<file path="src/rtl/stopwatch_pkg.sv">
`default_nettype none
// +----------------------------------------------------------------------+
// | Module   : stopwatch_pkg                                             |
// | Purpose  : State encodings and default sizes for the stopwatch path  |
// | Revision : 1.0                                                       |
// +----------------------------------------------------------------------+
package stopwatch_pkg;

  typedef enum logic [2:0] {
    ST_IDLE  = 3'd0,
    ST_RUN   = 3'd1,
    ST_SPLIT = 3'd2,
    ST_PAUSE = 3'd3,
    ST_DONE  = 3'd4
  } sw_state_t;

  localparam int c_cnt_w_default      = 24;
  localparam int c_lap_depth_default  = 8;
  localparam int c_hold_ticks_default = 2000;

endpackage
`default_nettype wire

</file>
<file path="src/rtl/stopwatch_lap_buf.sv">
`default_nettype none
// +----------------------------------------------------------------------+
// | Module   : stopwatch_lap_buf                                         |
// | Purpose  : Saturating lap register file with combinational read      |
// | Revision : 1.0                                                       |
// +----------------------------------------------------------------------+
module stopwatch_lap_buf
  import stopwatch_pkg::*;
#(
  parameter int CNT_W     = c_cnt_w_default,
  parameter int LAP_DEPTH = c_lap_depth_default
) (
  input  logic                           clk,
  input  logic                           rst_n,
  input  logic                           clear,
  input  logic                           push,
  input  logic [CNT_W-1:0]               push_data,
  input  logic [$clog2(LAP_DEPTH)-1:0]   rd_idx,
  output logic [CNT_W-1:0]               rd_data,
  output logic [$clog2(LAP_DEPTH+1)-1:0] lap_count,
  output logic                           lap_full
);

  localparam int c_idx_w = $clog2(LAP_DEPTH);
  localparam int c_num_w = $clog2(LAP_DEPTH + 1);
  localparam logic [c_num_w-1:0] c_depth = c_num_w'(LAP_DEPTH);

  logic [CNT_W-1:0]   r_mem [LAP_DEPTH];
  logic [c_num_w-1:0] r_count;
  logic [c_num_w-1:0] w_rd_ext;

  assign lap_count = r_count;
  assign lap_full  = (r_count == c_depth);
  assign w_rd_ext  = {1'b0, rd_idx};
  // Entries at or beyond the fill level read as zero, not stale data.
  assign rd_data   = (w_rd_ext < r_count) ? r_mem[rd_idx] : '0;

  always_ff @(posedge clk) begin
    if (!rst_n || clear) begin
      r_count <= '0;
      for (int i = 0; i < LAP_DEPTH; i++) begin
        r_mem[i] <= '0;
      end
    end else if (push && !lap_full) begin
      r_mem[r_count[c_idx_w-1:0]] <= push_data;
      r_count                     <= r_count + c_num_w'(1);
    end
  end

endmodule
`default_nettype wire

</file>
<file path="src/rtl/stopwatch_lap_ctrl.sv">
`default_nettype none
// +----------------------------------------------------------------------+
// | Module   : stopwatch_lap_ctrl                                        |
// | Purpose  : Stopwatch control FSM with countdown, split hold and laps |
// | Revision : 1.0                                                       |
// +----------------------------------------------------------------------+
module stopwatch_lap_ctrl
  import stopwatch_pkg::*;
#(
  parameter int CNT_W      = c_cnt_w_default,
  parameter int LAP_DEPTH  = c_lap_depth_default,
  parameter int HOLD_TICKS = c_hold_ticks_default
) (
  input  logic                           clk,
  input  logic                           rst_n,
  input  logic                           clk_en,
  input  logic                           start_pause_btn,
  input  logic                           lap_btn,
  input  logic                           reset_btn,
  input  logic                           mode_down,
  input  logic [CNT_W-1:0]               timer_value,
  input  logic                           timer_zero,
  input  logic [$clog2(LAP_DEPTH)-1:0]   lap_rd_idx,
  output logic                           counting,
  output logic                           count_down,
  output logic                           reset_timer,
  output logic                           load_preset,
  output logic                           frozen,
  output logic [CNT_W-1:0]               snap_value,
  output logic                           done,
  output logic [$clog2(LAP_DEPTH+1)-1:0] lap_count,
  output logic                           lap_full,
  output logic [CNT_W-1:0]               lap_rd_data
);

  localparam int c_hold_w = (HOLD_TICKS > 1) ? $clog2(HOLD_TICKS) : 1;
  localparam logic [c_hold_w-1:0] c_hold_load = c_hold_w'(HOLD_TICKS - 1);

  sw_state_t           r_state;
  logic                r_sp_prev;
  logic                r_lap_prev;
  logic [c_hold_w-1:0] r_hold;
  logic                r_count_down;
  logic                r_load_preset;
  logic                r_counting;
  logic                r_frozen;
  logic                r_done;
  logic [CNT_W-1:0]    r_snap;

  logic w_sp_edge;
  logic w_lap_edge;
  logic w_active;
  logic w_expire;
  logic w_push;
  logic w_clear;

  assign w_sp_edge  = r_sp_prev  & ~start_pause_btn;
  assign w_lap_edge = r_lap_prev & ~lap_btn;
  assign w_active   = (r_state == ST_RUN) || (r_state == ST_SPLIT);
  assign w_expire   = r_count_down & timer_zero & w_active;
  // Mirrors the capture arms of the FSM below so file and snapshot stay in step.
  assign w_push     = clk_en & reset_btn & w_active & ~w_expire & ~w_sp_edge & w_lap_edge;
  assign w_clear    = clk_en & ~reset_btn;

  assign reset_timer = ~reset_btn;
  assign counting    = r_counting;
  assign count_down  = r_count_down;
  assign load_preset = r_load_preset;
  assign frozen      = r_frozen;
  assign done        = r_done;
  assign snap_value  = r_snap;

  always_ff @(posedge clk) begin
    r_load_preset <= 1'b0;
    if (!rst_n) begin
      r_state      <= ST_IDLE;
      r_sp_prev    <= 1'b1;
      r_lap_prev   <= 1'b1;
      r_hold       <= '0;
      r_count_down <= 1'b0;
      r_counting   <= 1'b0;
      r_frozen     <= 1'b0;
      r_done       <= 1'b0;
      r_snap       <= '0;
    end else if (clk_en) begin
      r_sp_prev  <= start_pause_btn;
      r_lap_prev <= lap_btn;
      if (!reset_btn) begin
        r_state      <= ST_IDLE;
        r_hold       <= '0;
        r_count_down <= 1'b0;
        r_counting   <= 1'b0;
        r_frozen     <= 1'b0;
        r_done       <= 1'b0;
        r_snap       <= '0;
      end else begin
        case (r_state)
          ST_IDLE: begin
            if (w_sp_edge) begin
              r_state       <= ST_RUN;
              r_counting    <= 1'b1;
              r_count_down  <= mode_down;
              r_load_preset <= mode_down;
            end
          end
          ST_RUN, ST_SPLIT: begin
            if (w_expire) begin
              r_state    <= ST_DONE;
              r_counting <= 1'b0;
              r_frozen   <= 1'b0;
              r_done     <= 1'b1;
            end else if (w_sp_edge) begin
              r_state    <= ST_PAUSE;
              r_counting <= 1'b0;
              r_frozen   <= 1'b0;
            end else if (w_lap_edge) begin
              r_state  <= ST_SPLIT;
              r_frozen <= 1'b1;
              r_snap   <= timer_value;
              r_hold   <= c_hold_load;
            end else if (r_state == ST_SPLIT) begin
              if (r_hold == '0) begin
                r_state  <= ST_RUN;
                r_frozen <= 1'b0;
              end else begin
                r_hold <= r_hold - c_hold_w'(1);
              end
            end
          end
          ST_PAUSE: begin
            if (w_sp_edge) begin
              r_state    <= ST_RUN;
              r_counting <= 1'b1;
            end
          end
          ST_DONE: begin
          end
          default: begin
            r_state    <= ST_IDLE;
            r_counting <= 1'b0;
            r_frozen   <= 1'b0;
            r_done     <= 1'b0;
          end
        endcase
      end
    end
  end

  stopwatch_lap_buf #(
    .CNT_W     (CNT_W),
    .LAP_DEPTH (LAP_DEPTH)
  ) u_lap_buf (
    .clk       (clk),
    .rst_n     (rst_n),
    .clear     (w_clear),
    .push      (w_push),
    .push_data (timer_value),
    .rd_idx    (lap_rd_idx),
    .rd_data   (lap_rd_data),
    .lap_count (lap_count),
    .lap_full  (lap_full)
  );

endmodule
`default_nettype wire

</file>
<file path="config.mk">
export PLATFORM = sky130hd
export DESIGN_NAME = stopwatch_lap_ctrl
export DESIGN_NICKNAME = d
export VERILOG_FILES = /design/src/rtl/stopwatch_pkg.sv /design/src/rtl/stopwatch_lap_buf.sv /design/src/rtl/stopwatch_lap_ctrl.sv
export SDC_FILE = /design/constraint.sdc
export NUM_CORES = 1
export LEC_CHECK = 0
export ABC_AREA = 1
export BUFFER_PORTS_ARGS = -buffer_cell sky130_fd_sc_hd__clkbuf_2
export CAP_MARGIN = 30
export CORE_ASPECT_RATIO = 1.25
export CORE_MARGIN = 2
export CORE_UTILIZATION = 62
export DETAILED_ROUTE_END_ITERATION = 12
export PLACE_DENSITY = 0.82
export SYNTH_ARGS = -nofsm -noshare
export SYNTH_HDL_FRONTEND = slang
export SYNTH_SLANG_ARGS = --single-unit
</file>
<file path="constraint.sdc">
create_clock -name clk -period 7 [get_ports clk]
set_input_delay 0 -clock clk [delete_from_list [all_inputs] [get_ports clk]]
set_output_delay 0 -clock clk [all_outputs]
set_load 0.01 [all_outputs]
</file>
==> metrics.txt <==
worst reg2reg path startpoint u_lap_buf.lap_count[0]; First DRT Iteration DRCs 992; CTS max path bufs 3; GRT Total Usage 29.3%; Final Slew Violations 0; pin count of the biggest net entering global routing 98; # fillers 1201; vias in the first global route 8542; yosys synthesis warning count 0; die area 19000 um2; Syn Area/Cell 9.47 um2; Synth Instances 1171; LEAKAGE 5.27 nW; sequential share of power 48.9%; Peak VDD IR 0.235 mV; Layout Skew 12.6 ps; I/O Buffers 93; fin crit period 3860 ps; last element of the critical path u_lap_buf.r_mem[0][22]; Post-DRT Antenna Nets 0; register area share after synthesis 60.9%; # resized after CTS 0; power per cell area 264 nW/um2; first-pass GRT wire length 43.2 mm; Final Cycle Share 55.1%; switch share 23.7%; worst hold path class primary input to flop; FMAX 0.259 GHz; share of total power in combinational logic 10.7%; Critical Path AT 3980 ps; Layout area overhead 14.7%; I/O pin count 94; mapped cell area 11100 um2; vias 8819; main flop type after synthesis edfxtp_1; Crit Path Category flop to flop; initial antenna violation count 1; wire per inst 18.5 um; Setup crit end kind flop; Synth Net Count 1212; overflow left after global routing 0; worst hold margin 47.5 ps; TritonRoute pass-1 iters 6; n_diodes 0; Post-synth EDFFs 192; Reg2Reg Depth 7; layout cell share with drive strength beyond 1 12.7%; Worst Setup SP u_lap_buf.lap_count[0]; clk_lat worst skew 500 ps; height of the chip 153 um; CP startpoint kind flop; CTS root buf clkbuf_16; async set-reset flop share out of synthesis 0%; setup_tns 0 ps; clock power share 40.4%; Pint 2.56 mW; Num Clock Sinks 241; final setup violation count 0; Layout Nets 1298; R2R Path End u_lap_buf.r_mem[0][22]; Worst R2R Setup Slack 3140 ps; DR vias/cell 5.89; CTS Buf Count 23; worst-path maximum fanout 25; DRC 0; CTS H-tree lvls 1; Initial Util 63.3%; post-DP HPWL 17.4 mm; Max Cap Viol 0; RSZ-0062 raised after global routing no; Final Hold Fails 0; Slew HR 32.4%; post-synthesis sequential element count 241; chip width 124 um; worst-margin pin slew 1010 ps; Clk pin slew, worst setup/hold paths 60 ps; CTS tree done; switching power 0.797 mW; routability congestion estimate 0.961; Req. time, crit path 7120 ps; drt total wl 27.7 mm; synth unique cells 35; row cnt 54; status finished clean; CORE AREA 17500 um2
[power groups by stage]
stage                     Clock, mW  Sequential, mW  Combinational, mW
after floorplan                   0            1.66              0.230
after global placement            0            1.67              0.325
after detailed placement          0            1.67              0.334
after CTS                      1.35            1.64              0.352
after global routing           1.40            1.65              0.394
final                          1.36            1.64              0.358
[registers in the layout, indices dropped and copies added (netlist names), 3 cells and up]
register             cells
u_lap_buf.lap_count      4
r_hold                  11
snap_value              24
u_lap_buf.r_mem        192
r_state                  3
[metal layers]
layer,share of wire (%),global-route usage (%)
met4,2.8,11.9
met3,8.2,4.27
met2,50,48.0
met1,39,39.3
met5,0.047,0
[repair_timing]
| action | in CTS | in global routing |
|---|---|---|
| endpoints found under the setup margin | 0 | 0 |
| hold endpoints to repair | 57 | 0 |
| buffers inserted | 0 | 0 |
| hold buffers | 32 | 0 |
[per-stage QoR]
stage                     total power [mW]  std cells  utilization [%]  setup slack [ps]  area, um2
after detailed placement              2.00       1423             66.0              3190      11500
after CTS                             3.35       1496             72.6              3150      12700
after global routing                  3.44       1497             72.6              2830      12700
final                                 3.36       1497             72.6              3140      12700
after global placement                1.99       1419             65.7              3250      11500
after floorplan                       1.89       1171                -              3220      11100
[final cells by class]
cell class / count / area (um2) / area share, %
clock buffer: 27 / 601 / 4.72
clock inverter: 14 / 228 / 1.79
inverter: 63 / 239 / 1.88
multi-input combinational: 793 / 3720 / 29.3
sequential: 241 / 6750 / 53.1
tap: 224 / 280 / 2.20
timing repair buffer: 135 / 898 / 7.07
[critical path, stage by stage, from the launching register on]
cell and delay [ps]:
dfxtp_1 670, inv_4 180, ha_1 240, nand3_1 120
nand3_1 100, nor2_2 720, nand4_4 520, nand2_1 920
[cells in the mapped netlist (2+ instances only)]
cell type	instances	area, um2
nand3_1	32	160
buf_1	8	30.0
nand2_1	285	1070
a21oi_1	83	415
nand3b_1	2	15.0
nand4_1	16	100
o211ai_1	2	15.0
edfxtp_1	192	5770
nand3_2	2	20.0
a32oi_1	23	201
buf_6	9	101
inv_1	58	218
o21ai_0	33	165
buf_4	4	30.0
clkbuf_1	33	124
o32ai_1	2	17.5
ha_1	6	75.1
a32o_1	23	230
dfxtp_1	49	981
or2_2	2	12.5
nor2_1	263	987
buf_2	20	100
nor2_2	2	12.5
nand4_4	7	149
nor3_1	3	15.0
inv_2	3	11.3
[logic make-up (layout without fill, tap and decap cells)]
logic type,Yosys count,after routing,synth area share (%)
flip-flops,241,241,60.9
AO/OA/AOI/OAI,171,171,9.74
AND/OR/NAND/NOR,616,616,23.1
adder cells (fa/ha/maj),6,6,0.677
buffers and inverters,137,239,5.63
[layout by cell type, fill, tap and decap left out, types with 2 or more instances in the layout]
| cell | n |
|---|---|
| nor3_1 | 3 |
| clkbuf_16 | 23 |
| edfxtp_1 | 192 |
| or2_2 | 2 |
| nand3_1 | 32 |
| nand3b_1 | 2 |
| o211ai_1 | 2 |
| buf_8 | 5 |
| nand4_4 | 7 |
| inv_1 | 58 |
| o32ai_1 | 2 |
| nand4_1 | 16 |
| clkinvlp_4 | 2 |
| nand2_1 | 285 |
| clkbuf_1 | 3 |
| dlygate4sd3_1 | 32 |
| buf_2 | 2 |
| dfxtp_1 | 49 |
| a32oi_1 | 23 |
| buf_4 | 5 |
| ha_1 | 6 |
| bufinv_16 | 6 |
| nand3_2 | 2 |
| a21oi_1 | 83 |
| a32o_1 | 23 |
| o21ai_0 | 32 |
| clkbuf_2 | 91 |
| nor2_2 | 3 |
| clkinv_2 | 3 |
| nor2_1 | 262 |
| inv_2 | 4 |
[how the worst min path moves through the flow]
stage | to | slack, ps | cells after the start | from
2_1_floorplan | r_sp_prev | 100 | 1 | clk_en
3_3_place_gp | snap_value[23] | 210 | 3 | timer_value[23]
3_5_place_dp | snap_value[23] | 220 | 3 | timer_value[23]
4_1_cts | r_state[0] | 20 | 3 | rst_n
5_1_grt | r_state[0] | 50 | 3 | rst_n
6_report | frozen | 50 | 3 | rst_n
(Power assumes the default switching activity.)
